`config.mk`:
```
export PLATFORM = sky130hd
export DESIGN_NAME = sram_read_responder
export DESIGN_NICKNAME = d
export VERILOG_FILES = /design/src/rtl/sram_read_responder_pkg.sv /design/src/rtl/axi_burst_addr_gen.sv /design/src/rtl/sram_read_responder.sv
export SDC_FILE = /design/constraint.sdc
export NUM_CORES = 1
export LEC_CHECK = 0
export CAP_MARGIN = 20
export CORE_MARGIN = 2
export CORE_UTILIZATION = 40
export DETAILED_ROUTE_END_ITERATION = 16
export MAX_ROUTING_LAYER = met4
export PLACE_DENSITY = 0.79
export SLEW_MARGIN = 20
export SYNTH_ARGS = -nofsm -noshare
export SYNTH_HDL_FRONTEND = slang
export SYNTH_SLANG_ARGS = --single-unit
```
`constraint.sdc`:
```
create_clock -name clk -period 2.9 [get_ports clk]
set_input_delay 0.29 -clock clk [delete_from_list [all_inputs] [get_ports clk]]
set_output_delay 0.29 -clock clk [all_outputs]
set_load 0.01 [all_outputs]
```
`src/rtl/sram_read_responder_pkg.sv`:
```
// Shared AXI definitions for the SRAM read responder: bus widths, burst and
// response encodings, and the responder FSM state type.

`ifndef AXI_IDS_BITS
`define AXI_IDS_BITS 8
`endif
`ifndef AXI_ADDR_BITS
`define AXI_ADDR_BITS 32
`endif
`ifndef AXI_LEN_BITS
`define AXI_LEN_BITS 4
`endif
`ifndef AXI_SIZE_BITS
`define AXI_SIZE_BITS 3
`endif
`ifndef AXI_DATA_BITS
`define AXI_DATA_BITS 32
`endif

package sram_read_responder_pkg;

  // AXI burst type encodings; 2'b11 is reserved and handled like INCR
  localparam logic [1:0] BURST_FIXED = 2'b00;
  localparam logic [1:0] BURST_INCR  = 2'b01;
  localparam logic [1:0] BURST_WRAP  = 2'b10;

  // AXI read response encodings
  localparam logic [1:0] RESP_OKAY   = 2'b00;
  localparam logic [1:0] RESP_SLVERR = 2'b10;

  typedef enum logic [1:0] {
    IDLE,
    FETCH,
    RESP
  } state_t;

  // Beats wider than the 32-bit data path cannot be served correctly, so
  // they are flagged as slave errors while the data is still returned.
  function automatic logic [1:0] size_resp(input logic [`AXI_SIZE_BITS-1:0] size);
    return (size <= `AXI_SIZE_BITS'(2)) ? RESP_OKAY : RESP_SLVERR;
  endfunction

endpackage

```
`src/rtl/axi_burst_addr_gen.sv`:
```
// Next-word-address calculation for an AXI read burst. FIXED bursts hold
// the address; INCR, WRAP and the reserved encoding step one word. The
// address simply rolls over at the top of the SRAM window.

module axi_burst_addr_gen
  import sram_read_responder_pkg::*;
#(
  parameter int AW = 14
) (
  input  logic [AW-1:0] addr,
  input  logic [1:0]    burst,
  input  logic          advance,
  output logic [AW-1:0] next_addr
);

  // Pick the following word address; unchanged unless advancing
  always_comb begin
    next_addr = addr;
    if (advance) begin
      case (burst)
        BURST_FIXED:           next_addr = addr;
        BURST_INCR, BURST_WRAP: next_addr = addr + AW'(1);
        default:               next_addr = addr + AW'(1);
      endcase
    end
  end

endmodule

```
`src/rtl/sram_read_responder.sv`:
```
// AXI read-channel slave in front of a single-port, read-latency-1 SRAM.
// Each beat costs one FETCH cycle (SRAM strobed) and at least one RESP cycle
// (beat presented until the master takes it).

module sram_read_responder
  import sram_read_responder_pkg::*;
#(
  parameter int SRAM_AW = 14,
  parameter int LAT     = 1
) (
  input  logic                       clk,
  input  logic                       rst,
  input  logic [`AXI_IDS_BITS-1:0]   ARID,
  input  logic [`AXI_ADDR_BITS-1:0]  ARADDR,
  input  logic [`AXI_LEN_BITS-1:0]   ARLEN,
  input  logic [`AXI_SIZE_BITS-1:0]  ARSIZE,
  input  logic [1:0]                 ARBURST,
  input  logic                       ARVALID,
  output logic                       ARREADY,
  output logic [`AXI_IDS_BITS-1:0]   RID,
  output logic [`AXI_DATA_BITS-1:0]  RDATA,
  output logic [1:0]                 RRESP,
  output logic                       RLAST,
  output logic                       RVALID,
  input  logic                       RREADY,
  output logic                       CEB,
  output logic                       WEB,
  output logic [SRAM_AW-1:0]         A,
  input  logic [`AXI_DATA_BITS-1:0]  DO
);

  state_t                    r_state;
  logic [SRAM_AW-1:0]        r_addr;
  logic [`AXI_LEN_BITS-1:0]  r_len;
  logic [`AXI_LEN_BITS-1:0]  r_beatCnt;
  logic [`AXI_SIZE_BITS-1:0] r_size;
  logic [1:0]                r_burst;
  logic [`AXI_IDS_BITS-1:0]  r_rid;
  logic [`AXI_DATA_BITS-1:0] r_rdata;
  logic [1:0]                r_rresp;
  logic                      r_rlast;
  logic                      r_rvalid;
  logic                      r_arready;
  logic                      r_ceb;
  logic [SRAM_AW-1:0]        r_a;

  logic                      w_advance;
  logic [SRAM_AW-1:0]        w_nextAddr;
  logic [SRAM_AW-1:0]        w_reqAddr;
  logic                      w_unused;

  // Byte address to SRAM word address; low byte-lane bits and bits above
  // the window are ignored, as is the fixed latency parameter.
  assign w_reqAddr = ARADDR[SRAM_AW+1:2];
  assign w_unused  = ^{ARADDR[`AXI_ADDR_BITS-1:SRAM_AW+2], ARADDR[1:0], LAT[0]};

  // Only step the address when a non-final beat is being accepted
  assign w_advance = (r_state == RESP) && RREADY && !r_rlast;

  axi_burst_addr_gen #(
    .AW(SRAM_AW)
  ) u_addrGen (
    .addr     (r_addr),
    .burst    (r_burst),
    .advance  (w_advance),
    .next_addr(w_nextAddr)
  );

  // Request capture, SRAM strobe and beat presentation, all registered
  always_ff @(posedge clk) begin
    if (rst) begin
      r_state   <= IDLE;
      r_addr    <= '0;
      r_len     <= '0;
      r_beatCnt <= '0;
      r_size    <= '0;
      r_burst   <= '0;
      r_rid     <= '0;
      r_rdata   <= '0;
      r_rresp   <= RESP_OKAY;
      r_rlast   <= 1'b0;
      r_rvalid  <= 1'b0;
      r_arready <= 1'b1;
      r_ceb     <= 1'b1;
      r_a       <= '0;
    end else begin
      case (r_state)
        IDLE: begin
          if (ARVALID) begin
            r_rid     <= ARID;
            r_addr    <= w_reqAddr;
            r_len     <= ARLEN;
            r_size    <= ARSIZE;
            r_burst   <= ARBURST;
            r_beatCnt <= '0;
            r_arready <= 1'b0;
            r_ceb     <= 1'b0;
            r_a       <= w_reqAddr;
            r_state   <= FETCH;
          end
        end
        FETCH: begin
          r_ceb    <= 1'b1;
          r_rdata  <= DO;
          r_rresp  <= size_resp(r_size);
          r_rlast  <= (r_beatCnt == r_len);
          r_rvalid <= 1'b1;
          r_state  <= RESP;
        end
        RESP: begin
          if (RREADY) begin
            r_rvalid <= 1'b0;
            if (r_rlast) begin
              r_rlast   <= 1'b0;
              r_arready <= 1'b1;
              r_state   <= IDLE;
            end else begin
              r_beatCnt <= r_beatCnt + `AXI_LEN_BITS'(1);
              r_addr    <= w_nextAddr;
              r_a       <= w_nextAddr;
              r_ceb     <= 1'b0;
              r_state   <= FETCH;
            end
          end
        end
        default: r_state <= IDLE;
      endcase
    end
  end

  assign ARREADY = r_arready;
  assign RID     = r_rid;
  assign RDATA   = r_rdata;
  assign RRESP   = r_rresp;
  assign RLAST   = r_rlast;
  assign RVALID  = r_rvalid;
  assign CEB     = r_ceb;
  assign WEB     = 1'b1;
  assign A       = r_a;

endmodule

```
; Yosys cells after proc, flatten, opt, wreduce, memory -nomap -nowiden
; Cells that the tools add are included.
[word_totals]
word_cells = 65
in_bits = 85
register_bits = 75
[op_classes]
n_lt_le_gt_ge = 1
n_mux = 25
add_sub_neg = 2
reduce_logical = 15
n_eq_ne = 9
[ops]
columns = op, count
row1 = $mux W14, 5
row2 = $pmux W14 S2, 1
row3 = $add A14 B1 Y14 const B, 1
row4 = $mux W4, 3
row5 = $reduce_and A4 Y1, 3
row6 = $ne A2 B2 Y1 const B, 4
row7 = $pmux W4 S2, 1
row8 = $mux W1, 7
row9 = $mux W2, 3
row10 = $pmux W1 S2, 3
row11 = $pmux W2 S3, 1
row12 = $reduce_and A2 Y1, 3
row13 = $reduce_and A6 Y1, 1
row14 = $add A4 B1 Y4 const B, 1
row15 = $eq A4 B4 Y1, 1
row16 = $logic_not A2 Y1, 2
row17 = $ne A4 B3 Y1 const B, 1
row18 = $ne A4 B4 Y1 const B, 1
row19 = $reduce_bool A2 Y1, 2
row20 = $le A3 B2 Y1 const B, 1
row21 = $pmux W1 S3, 1
row22 = $reduce_bool A3 Y1, 1
row23 = $eq A2 B1 Y1 const B, 1
row24 = $eq A2 B2 Y1 const B, 1
row25 = 2 further kinds, 3

; Depth between registers and ports, before layout
[depth]
word_depth = 7
depth_mapped = 6
depth_no_buf = 5

; By module
; Synthesis repeated with hierarchy kept, for this count alone.
[hier_totals]
hier_cells = 381
area_unflattened_um2 = 3228.1
[modules_own_cells]
columns = mod, seq_area_each_um2, n_inst, area_per_inst_um2, cells_each
row1 = sram_read_responder, 1481.4, 1, 2934.1, 338
row2 = axi_burst_addr_gen, 0.0, 1, 294.0, 43

; Worst setup path before layout
; No wires, ideal clock.
[synth_timing]
path_kind = flip-flop to flip-flop
startpoint = register, netlist name A[0]
endpoint = register r_a[12], in the netlist A[12]
slack_ps = 1098
setup_time_ps = 87
n_path_buf = 0
path_stages_with_launch = 6
arrival_ps = 1715
path_cell_list = dfxtp_1 > ha_1 > nand4_1 > or4_1 > o311a_1 > o31ai_1
[synth_rtl]
columns = element, line_no
row1 = to (signal assigned), sram_read_responder.sv:98  ; r_a <= w_reqAddr;
row2 = to (signal assigned), sram_read_responder.sv:120  ; r_a <= w_nextAddr;
row3 = to (decl), sram_read_responder.sv:45  ; logic [SRAM_AW-1:0] r_a;

==> impl_metrics.json <==
{
  "grtUsageTotal_pct": 20.6,
  "drive_gt1_share_pct": 6.61,
  "worst_slack_ns": 0.890,
  "layout_commonest_cell": "clkdlybuf4s50_1",
  "clkTransAtPathRegs_ns": 0.09,
  "drc": 0,
  "syn_area_um2": 2970,
  "cp_cell_sequence": "ha_1 > nand4_1 > or4_1 > o311a_1 > o31ai_1",
  "wire_per_inst_um": 14.7,
  "htree_levels": 3,
  "drt-initial-drc-count": 237,
  "intPower_mw": 1.82,
  "cp.required_ns": 3.16,
  "synth_edf_count": 0,
  "ys_ff_latch": 74,
  "finalCriticalPeriod_ns": 2.01,
  "end_kind": "flip-flop",
  "fmax_ghz": 0.497,
  "vias": 2890,
  "num_rows": 31,
  "hold_ws_ns": 0.450,
  "worstPathMaxFanout": 6,
  "power_leakage_nw": 1.69,
  "worstHoldStart": "ARREADY$_SDFFE_PP1P_",
  "gr-total-overflow": 0,
  "area_growth_pct": 52.4,
  "postCtsHoldBufs": 0,
  "initial_utilization_pct": 41.2,
  "place_ws_ns": 0.686,
  "hold_path.class": "flip-flop to flip-flop",
  "finalClockSkew_ns": 0.00812,
  "io_pins": 146,
  "combPwrFrac_pct": 17.4,
  "worst_pin_slew_ns": 0.783,
  "maxCapViolCount": 0,
  "n_fill_cell": 604,
  "max-vdd-ir-drop_mv": 0.366,
  "critPathLaunch": "A[0]$_SDFFE_PP0P_",
  "p_switching_uw": 656,
  "drv_slew": 0,
  "hold_viol": 0,
  "reg2reg_from": "A[0]$_SDFFE_PP0P_",
  "ys.flop_type": "dfxtp_1",
  "insertion_delay_ns": 0.35,
  "yosysWarnings": 0,
  "grt_max_degree": 35,
  "status": "finished, final reports clean",
  "critical_path_class": "flip-flop to flip-flop",
  "grt_pass1_wl_mm": 13.4,
  "portBuffers": 125,
  "ant_nets": 0,
  "hpwl_mm": 5.88,
  "final.period_utilization_pct": 69.3,
  "die_h_um": 90.2,
  "slew_headroom_pct": 47.8,
  "slowest_delay_ns": 0.50,
  "setup_viol": 0,
  "dr.pass1.iters": 4,
  "ys_async_sr_fraction_pct": 0,
  "stdcell_count": 553,
  "cts_tree": "done",
  "syn_inst": 331,
  "clock_path_buffers": 2,
  "critPathArrivalTime_ns": 2.27,
  "nets": 536,
  "crit_buf_inv": 0,
  "dp.cells": 537,
  "mostFrequentLayoutCells": "clkdlybuf4s50_1, dfxtp_1, nand2_1, a22o_1, a21oi_1",
  "seqPwrFrac_pct": 46.1,
  "finalPower_mw": 2.48,
  "sw_frac_of_total_pct": 26.5,
  "n_antenna_cell": 0,
  "crit_family": "simple AND/OR/NAND/NOR gates",
  "gp_congestion": 0.810,
  "ctsResizeCount": 0,
  "clock_sinks": 74,
  "core_um2": 7210,
  "post_cts_buffers": 0,
  "fp.dieW_um": 90.2,
  "rsz0062_at_grt": "false",
  "grt_pass1_vias": 2762,
  "fin_tns_setup_ns": 0,
  "tritoncts.num_buffers": 9,
  "synth_cell_type_count": 49,
  "vias_per_cell": 5.23,
  "cts.root.buffer_cell": "clkbuf_8",
  "die_area_um2": 8140,
  "critPathLaunchType": "flip-flop",
  "antenna_found_initial": 0,
  "syn_nets": 418,
  "power_density_nw_per_um2": 547,
  "wl_mm": 8.14,
  "seq_area_frac_synth_pct": 49.8,
  "critPathSlowestCell": "or4_1",
  "clkPwrFrac_pct": 36.5,
  "avgSynthCellArea_um2": 8.98
}
==> through the flow <==
stage | utilization, % | instance area [µm²]
6_report | 62.8 | 4530
5_1_grt | 62.8 | 4530
4_1_cts | 62.8 | 4530
3_5_place_dp | 59.7 | 4310
3_3_place_gp | 59.7 | 4310
2_1_floorplan | - | 2970
==> Yosys cell counts (3+ instances only) <==
cell      count  area share, %
dfxtp_1      74             50
nand2_1      54            6.8
a22o_1       32            9.4
a21oi_1      31            5.2
clkbuf_1     20            2.5
nor2_1       12            1.5
o21ai_0      12            2.0
nand3_1       8            1.3
a31oi_1       6            1.3
xor2_1        6            1.8
inv_1         5           0.63
nand4_1       5            1.1
and2_1        4           0.84
nor3_1        4           0.67
and4_1        3           0.88
buf_2         3           0.50
buf_4         3           0.76
nand2b_1      3           0.63
or3_1         3           0.63
or4_1         3           0.76
==> final cells by class <==
class	count	area [µm²]	area share, %
Tap cell	99	124	2.73
Clock inverter	7	101	2.24
Inverter	5	18.8	0.414
Sequential cell	74	1480	32.7
Timing Repair Buffer	133	1310	28.9
Multi-Input combinational cell	226	1370	30.3
Clock buffer	9	124	2.73
==> layer usage <==
layer | global-route usage [%] | share of wire [%] | vias to the layer above | wire length (µm)
met3 | 5.28 | 5.0 | 10 | 411
met2 | 32.5 | 49 | 100 | 4020
met1 | 26.1 | 44 | 1351 | 3610
met4 | 6.41 | 1.2 | 0 | 95
met5 | - | 0 | - | 0
li1 | - | - | 1429 | -
==> power groups by stage <==
| stage | Clock, mW | Combinational [mW] | Sequential, mW |
|---|---|---|---|
| after floorplan | 0 | 0.164 | 1.18 |
| after global routing | 0.969 | 0.468 | 1.15 |
| after global placement | 0 | 0.421 | 1.16 |
| after CTS | 0.919 | 0.434 | 1.14 |
| after detailed placement | 0 | 0.430 | 1.16 |
| final | 0.904 | 0.432 | 1.14 |
==> cell families after synthesis <==
kind of cell,after synthesis,synth area share [%]
and+or+nand+nor,110,17.8
AOI/OAI and AO/OA,103,24.0
DFF,74,49.8
buffers and inverters,31,4.42
xor gates and xnor gates,6,1.77
muxes,3,1.05
adders and majority gates,2,0.842
other,2,0.253
==> final timing paths <==
kind	endpoint	depth (start not counted)	slack, ns
setup reg to reg	A[12]$_SDFFE_PP0P_	5	0.89
hold / removal	ARREADY$_SDFFE_PP1P_	2	0.45
hold reg to reg	ARREADY$_SDFFE_PP1P_	2	0.45
setup / recovery	A[12]$_SDFFE_PP0P_	5	0.89
==> worst min-delay path: stages, from the launching register on <==
cell and delay [ns]:
dfxtp_1 0.32, nand2_1 0.05, nand2_1 0.04
==> flip-flops by register name (all words and copies together), names as in the netlist <==
| name | flops |
|---|---|
| A | 14 |
| RID | 8 |
| r_len | 4 |
| r_size | 3 |
| RDATA | 32 |
| RVALID | 1 |
| CEB | 1 |
| RLAST | 1 |
| r_beatCnt | 4 |
| r_state | 2 |
| ARREADY | 1 |
| r_burst | 2 |
| RRESP | 1 |
(Power assumes the default switching activity.)
